[src/rtl/seq_checker_sat_counter.sv]
// Saturating up-counter with synchronous clear.
// Ports: i_clk clock, i_clr synchronous clear (wins over increment),
//        i_inc increment enable, o_cnt registered count (sticks at all-ones).
module sat_counter #(
  parameter int W = 8
) (
  input  logic         i_clk,
  input  logic         i_clr,
  input  logic         i_inc,
  output logic [W-1:0] o_cnt
);

  logic [W-1:0] r_cnt;

  always_ff @(posedge i_clk) begin
    if (i_clr) begin
      r_cnt <= '0;
    end else if (i_inc && (r_cnt != {W{1'b1}})) begin
      r_cnt <= r_cnt + W'(1);
    end
  end

  assign o_cnt = r_cnt;

endmodule

[config.mk]
export PLATFORM = sky130hd
export DESIGN_NAME = sat_counter
export DESIGN_NICKNAME = d
export VERILOG_FILES = /design/src/rtl/seq_checker_sat_counter.sv
export SDC_FILE = /design/constraint.sdc
export NUM_CORES = 1
export LEC_CHECK = 0
export ABC_AREA = 0
export CAP_MARGIN = 25
export CORE_AREA = 2 2 39 41
export CTS_CLUSTER_DIAMETER = 40
export CTS_CLUSTER_SIZE = 8
export DETAILED_ROUTE_END_ITERATION = 7
export DIE_AREA = 0 0 41 43
export MAX_ROUTING_LAYER = met4
export PLACE_DENSITY_LB_ADDON = 0.3
export SKIP_CTS_REPAIR_TIMING = 1
export SLEW_MARGIN = 40
export SYNTH_ARGS = -nofsm -noshare
export SYNTH_HDL_FRONTEND = slang
export SYNTH_SLANG_ARGS = --single-unit
[constraint.sdc]
create_clock -name i_clk -period 2 [get_ports i_clk]
set_input_delay 0.3 -clock i_clk [delete_from_list [all_inputs] [get_ports i_clk]]
set_output_delay 0.3 -clock i_clk [all_outputs]
set_load 0.05 [all_outputs]
## After elaboration in Yosys (flattened, before gate mapping)

Index checks and enable logic that the tools add are counted.

| word-level totals | value |
|---|---|
| logic and storage cells | 4 |
| output and inout bits | 8 |
| register bits after elaboration | 8 |
| input port bits | 3 |

| operators by class | value |
|---|---|
| add/subtract/negate cells | 1 |
| reduce and logical (&&, ||, !) cells | 1 |
| eq/ne operators | 1 |

Operator list:

| operator | number |
|---|---|
| 8-bit by 1-bit adder with 8-bit output, second input constant | 1 |
| 8-bit inequality test, second input constant | 1 |
| 1-bit logical AND | 1 |

## Depth between registers and ports, before layout

Gate-level depths: netlist of run 1.

| depth | value |
|---|---|
| depth in word-level cells | 2 |
| depth in mapped cells | 4 |
| depth with buffers taken out | 4 |

## Worst setup path before layout of run 1

Ideal clock, no wire load.

| timing | value |
|---|---|
| path type | register -> register |
| start point | reg r_cnt[0] (netlist: o_cnt[0]) |
| end point | reg r_cnt[0] (netlist: o_cnt[0]) |
| data arrival time | 1.536 ns |
| cell stages (with the launch flop) | 5 |
| setup time | 0.121 ns |
| buffers on the path | 0 |
| slack | 0.343 ns |
| required time | 1.879 ns |
| clock period less this slack | 1.657 ns |
| cells stage by stage | dfxtp_1 -> ha_1 -> and3_4 -> a21boi_4 -> mux2_4 |

| on the way | value |
|---|---|
| word-level cells in the longest chain between the ends | 2 |
| elaborated cells between the ends (all ways) | 3 |
| those cells by class | add/sub: 1; eq/ne: 1; reduce/logical: 1 |

RTL lines:

| element | RTL line | RTL |
|---|---|---|
| start, declared | 13 | `logic [W-1:0] r_cnt;` |
| start signal, assigned | 19 | `r_cnt <= r_cnt + W'(1);` |
| branches (longest 2 deep; another with 8-bit by 1-bit adder with 8-bit output) | -- |  |

Several ways; the timed one is not identified.
A chain may end at the register's enable or synchronous reset.

## Worst setup path after layout of run 1

| timing | value |
|---|---|
| start point | reg r_cnt[3] (netlist: o_cnt[3]) |
| end point | out o_cnt[3] |

RTL lines:

| element | RTL line | RTL |
|---|---|---|
| end, declared | 10 | `output logic [W-1:0] o_cnt` |

No word-level cell between the ends.

==> impl_metrics.ini, run 1 <==
[status]
outcome = completed

[critical_path]
max_stage_delay_ps = 850
cp_cell_sequence = clkdlybuf4s50_1
worstSetupStartpointType = flop
crit_buf_inv = 1
reg2reg_to = o_cnt[0]
critPathRequiredTime_ps = 1700
critical_path_class = reg2out
worstPathMaxFanout = 8
endpoint_kind = output pin
timing.rr.start = o_cnt[0]
worstPathArrival_ps = 1550
worst_path_max_delay_cell = clkdlybuf4s50_1
crit_family = buffers and inverters
rr_worst_depth = 4
r2r_setup_slack_ps = 570

[final_layout]
final_cell_mix = 10 x clkdlybuf4s50_1, 8 x dfxtp_1, 5 x a21oi_1, 5 x nand2_1, 3 x clkbuf_4
fill_cells = 142
synthToLayoutAreaGrowth_pct = 30.5
final_layout_size_suffix_gt1_share_pct = 13.8
final_common_cell = clkdlybuf4s50_1
fin_cells = 74
diodes = 0
largest_register_ff_count = 8
design.final.nets = 64
final_util_pct = 40.6

[power]
p_leak_nw = 0.200
power_mw = 0.334
clkPwrFrac_pct = 36.0
sw_frac_of_total_pct = 24.8
peakVddDrop_mv = 0.268
switchingPower_mw = 0.0828
seqPwrFrac_pct = 50.6
power_density_nw_per_um2 = 594
comb_power_share_pct = 13.4
internal_power_mw = 0.251

[logic_synthesis]
ys_ff_latch = 8
yosysUniqueCellTypes = 25
synthFlopType = dfxtp_1
yosys-top-cells-area = dfxtp_1 37%, a21oi_1 5.8%, a21boi_4 4.4%
synth_top_family_by_area = compound AO/OA/AOI/OAI gates
yosys.area_share.simple_pct = 24.7
synth_compound_area_share_pct = 25.9
synth_edf_count = 0
avgSynthCellArea_um2 = 9.36
synthesis.nets = 50
seq_area_frac_synth_pct = 37.2
synth_fa_ha_area_share_pct = 2.91
synth_area_um2 = 430
synth.top_cell.area_share_pct = 37.2
yosysWarningCount = 0
synthCells = 46
ys_async_sr_fraction_pct = 0
synth_area_leader_cell = dfxtp_1
synthMuxAreaShare_pct = 5.81
synthXorXnorAreaFrac_pct = 0

[hold_path]
holdPathStages = 2
holdCritPathClass = reg2reg
hp-start = o_cnt[1]
whs_endpoint = o_cnt[1]

[global_routing]
antenna_found_initial = 0
grtUsageTotal_pct = 14.1
grt_pass1_wl_um = 1610
grt_max_degree = 9
grt_pass1_vias = 357
grt_overflow_total = 0

[routing]
vias_per_cell = 5.41
dr.pass1.iters = 4
final_antenna_net_count = 0
drt_first_iter_violations = 10
num_vias = 400
wire_per_inst_um = 12.2
drc = 0
wirelength_um = 901

[floorplanning]
core-area_um2 = 1380
io_pins = 11
die_area_um2 = 1760
die-width_um = 41
dieHeight_um = 43
num_rows = 14
initial_core_util_pct = 31.1

[timing]
max-slew-margin-rel_pct = 67.1
clock.fmax_ghz = 0.541
setup_ws_ps = 152
finalClockSkew_ps = 1.65
hold_viol = 0
grt_setup_unrepaired = false
finalSetupViolations = 0
period_minus_slack_ps = 1850
tns_ps = 0
worst_slew_pin_slew_ps = 493
maxSlewViolCount = 0
period_share_pct = 92.4

[place]
place_congestion = 0.722
numPortBuffers = 10
pre_cts_ws_ps = 407
place_hpwl_um = 685
place_inst = 71

[run]
max_cap_viol_count = 0

[clock_network]
cts_inserted_buffers = 3
root_buffer = clkbuf_4
htree_levels = 1
cts_tree = built
clockBufferDepth = 2
cts.sinks = 8
path_clk_slew_ps = 50
insertion_delay_ps = 240
## metrics by stage
stage / area (µm²) / hold WS [ps]
floorplan: 430 / 372
global placement: 539 / 498
detailed placement: 539 / 508
CTS: 562 / 517
global route: 562 / 553
finish: 562 / 508
## cell type report
cell class	instances	area (µm²)	area share, %
multi-input cells	36	255	45.4
flip-flops and latches	8	160	28.5
repair buffers	10	100	17.8
clock buffers	3	22.5	4.01
well taps	16	20.0	3.56
inverters	1	3.75	0.668
## kinds of logic after synthesis
logic type               count (synthesis)
AND/OR/NAND/NOR                         18
AO/OA/AOI/OAI                           15
flip-flops                               8
buffers and inverters                    2
multiplexers                             2
adder cells (fa/ha/maj)                  1
## power by group through the flow
stage / registers [mW] / clock network (mW) / logic (mW)
after detailed placement: 0.172 / 0 / 0.0450
after global routing: 0.170 / 0.133 / 0.0487
after global placement: 0.173 / 0 / 0.0445
after CTS: 0.169 / 0.125 / 0.0450
after floorplan: 0.186 / 0 / 0.0140
final: 0.169 / 0.120 / 0.0448
## worst max path at each step
stage | end | slack, ps | startpoint | depth (start not counted)
floorplan | o_cnt[0] | 340 | o_cnt[0] | 4
global placement | o_cnt[3] | 420 | o_cnt[3] | 1
detailed placement | o_cnt[3] | 410 | i_inc | 4
CTS | o_cnt[3] | 150 | o_cnt[3] | 1
global route | o_cnt[3] | 80 | o_cnt[3] | 1
finish | o_cnt[3] | 150 | o_cnt[3] | 1
## cell usage after synthesis (all sizes together) (2+ instances only)
cell    instances
nand2           5
nand4           2
dfxtp           8
a211oi          2
nor3            2
nand3           2
a21boi          2
and4            2
o21bai          2
a21oi           5
## routing by layer
| metal | up-vias | GRT usage, % | routed length (µm) |
|---|---|---|---|
| li1 | 202 | - | - |
| met1 | 187 | 19.0 | 456 |
| met2 | 9 | 17.8 | 391 |
| met3 | 2 | 3.14 | 37 |
| met4 | 0 | 10.0 | 15 |
| met5 | - | - | 0 |
Note: power is estimated with default switching activity, not from simulation.
==> run 2, diff against run 1 <==
--- a/config.mk
+++ b/config.mk
@@ -9,7 +9,7 @@
 export CAP_MARGIN = 25
 export CORE_AREA = 2 2 39 41
 export CTS_CLUSTER_DIAMETER = 40
-export CTS_CLUSTER_SIZE = 8
+export CTS_CLUSTER_SIZE = 14
 export DETAILED_ROUTE_END_ITERATION = 7
 export DIE_AREA = 0 0 41 43
 export MAX_ROUTING_LAYER = met4
==> results of run 2 <==
No change in the layout: final DEF, timing and power equal those of run 1.
==> run 3, diff against run 2 <==
--- a/config.mk
+++ b/config.mk
@@ -7,11 +7,11 @@
 export LEC_CHECK = 0
 export ABC_AREA = 0
 export CAP_MARGIN = 25
-export CORE_AREA = 2 2 39 41
+export CORE_MARGIN = 2
+export CORE_UTILIZATION = 25
 export CTS_CLUSTER_DIAMETER = 40
 export CTS_CLUSTER_SIZE = 14
 export DETAILED_ROUTE_END_ITERATION = 7
-export DIE_AREA = 0 0 41 43
 export MAX_ROUTING_LAYER = met4
 export PLACE_DENSITY_LB_ADDON = 0.3
 export SKIP_CTS_REPAIR_TIMING = 1
==> run 3 against run 2 <==
Total power grew 0.99%. Clock power is essentially flat. Critical path type unchanged. First-iteration DRC count increased by 110%. Wire length increased by 2.7%. Final area grew 1.3%.
==> impl_metrics.ini, run 3 (synthesis results as in run 1) <==
[critical_path]
critPathRequiredTime_ps = 1700
worstPathMaxFanout = 8
critPathCapture = o_cnt[3]
cp_cell_sequence = clkdlybuf4s50_1
crit_buf_inv = 1
crit_family = buffers and inverters
rr_worst_depth = 4
startpoint = o_cnt[3]
timing.rr.start = o_cnt[0]
r2r_setup_slack_ps = 570
worstPathArrival_ps = 1540
endpoint_kind = output pin
worstSetupStartpointType = flop
worst_path_max_delay_cell = clkdlybuf4s50_1
max_stage_delay_ps = 850
reg2reg_to = o_cnt[0]
critical_path_class = reg2out
critical_path_cell_count = 1

[power]
clkPwrFrac_pct = 36.4
switchingPower_mw = 0.0854
comb_power_share_pct = 13.6
sw_frac_of_total_pct = 25.3
p_leak_nw = 0.206
seqPwrFrac_pct = 50.0
power_density_nw_per_um2 = 592
internal_power_mw = 0.252
power_mw = 0.337
peakVddDrop_mv = 0.373

[floorplanning]
num_rows = 14
io_pins = 11
initial_core_util_pct = 27.6
core-area_um2 = 1560
die_area_um2 = 2070
dieHeight_um = 45.5
die-width_um = 45.5

[place]
place_hpwl_um = 702
numPortBuffers = 10
place_congestion = 0.763

[timing]
finalSetupViolations = 0
hold_viol = 0
maxSlewViolCount = 0
clock.fmax_ghz = 0.542
worst_slew_pin_slew_ps = 494
finalClockSkew_ps = 4.02
period_share_pct = 92.2
max-slew-margin-rel_pct = 67.0
period_minus_slack_ps = 1840
grt_setup_unrepaired = false
tns_ps = 0

[global_routing]
grt_max_degree = 9
antenna_found_initial = 0
grt_overflow_total = 0
grt_pass1_wl_um = 1600
grtUsageTotal_pct = 11.3
grt_pass1_vias = 371

[clock_network]
cts_inserted_buffers = 3
htree_levels = 1
path_clk_slew_ps = 60
insertion_delay_ps = 250
cts_tree = built
clockBufferDepth = 2
cts.sinks = 8
root_buffer = clkbuf_4

[routing]
drc = 0
dr.pass1.iters = 4
vias_per_cell = 5.51
wire_per_inst_um = 12.3
final_antenna_net_count = 0
wirelength_um = 925
num_vias = 413
drt_first_iter_violations = 21

[final_layout]
synthToLayoutAreaGrowth_pct = 32.3
design.final.nets = 65
final_common_cell = clkdlybuf4s50_1
largest_register_ff_count = 8
final_layout_size_suffix_gt1_share_pct = 15.3
final_cell_mix = 10 x clkdlybuf4s50_1, 8 x dfxtp_1, 5 x a21oi_1, 5 x nand2_1, 3 x clkbuf_4
diodes = 0

[status]
outcome = completed

[run]
max_cap_viol_count = 0

[hold_path]
holdCritPathClass = reg2reg
run 3: cell count changes in the layout (fill, tap and decap cells not counted):
| cell | delta |
|---|---|
| buf_4 | +1 |
run 3: through the flow:
step / instance area (µm²) / hold slack (ps) / std cells / utilization (%) / setup slack, ps
after floorplan: 430 / 372 / 46 / - / 343
after global placement: 547 / 504 / 72 / 35.1 / 419
after detailed placement: 547 / 503 / 72 / 35.1 / 396
after CTS: 569 / 513 / 75 / 36.5 / 139
after global routing: 569 / 542 / 75 / 36.5 / 98.3
final: 569 / 511 / 75 / 36.5 / 157
run 3: power groups by stage:
stage	registers (mW)	logic, mW	clock network, mW
after floorplan	0.186	0.0140	0
after global placement	0.173	0.0458	0
after detailed placement	0.172	0.0461	0
after CTS	0.169	0.0463	0.126
after global routing	0.170	0.0495	0.133
final	0.169	0.0457	0.123
run 3: how the worst min path moves through the flow:
stage | to | depth (start not counted) | from | slack [ps]
after detailed placement | o_cnt[1] | 2 | o_cnt[1] | 500
after global routing | o_cnt[1] | 2 | o_cnt[1] | 540
after CTS | o_cnt[1] | 2 | o_cnt[1] | 510
after floorplan | o_cnt[7] | 1 | i_clr | 370
final | o_cnt[1] | 2 | o_cnt[1] | 510
after global placement | o_cnt[5] | 1 | o_cnt[5] | 500
run 3: per-layer routing:
layer  GRT usage [%]  vias to the layer above  routed length (µm)
met1            14.8                      182                 436
met5               -                        -                   0
met4            8.82                        0                  21
met3            2.38                        4                  57
met2            14.6                       19                 411
li1                -                      208                   -
run 3: final cells by class:
type | instances | area (µm²)
sequential | 8 | 160
fill | 163 | 990
inverter | 1 | 3.75
multi-input combinational | 36 | 255
timing repair buffer | 11 | 108
tap | 16 | 20.0
clock buffer | 3 | 22.5
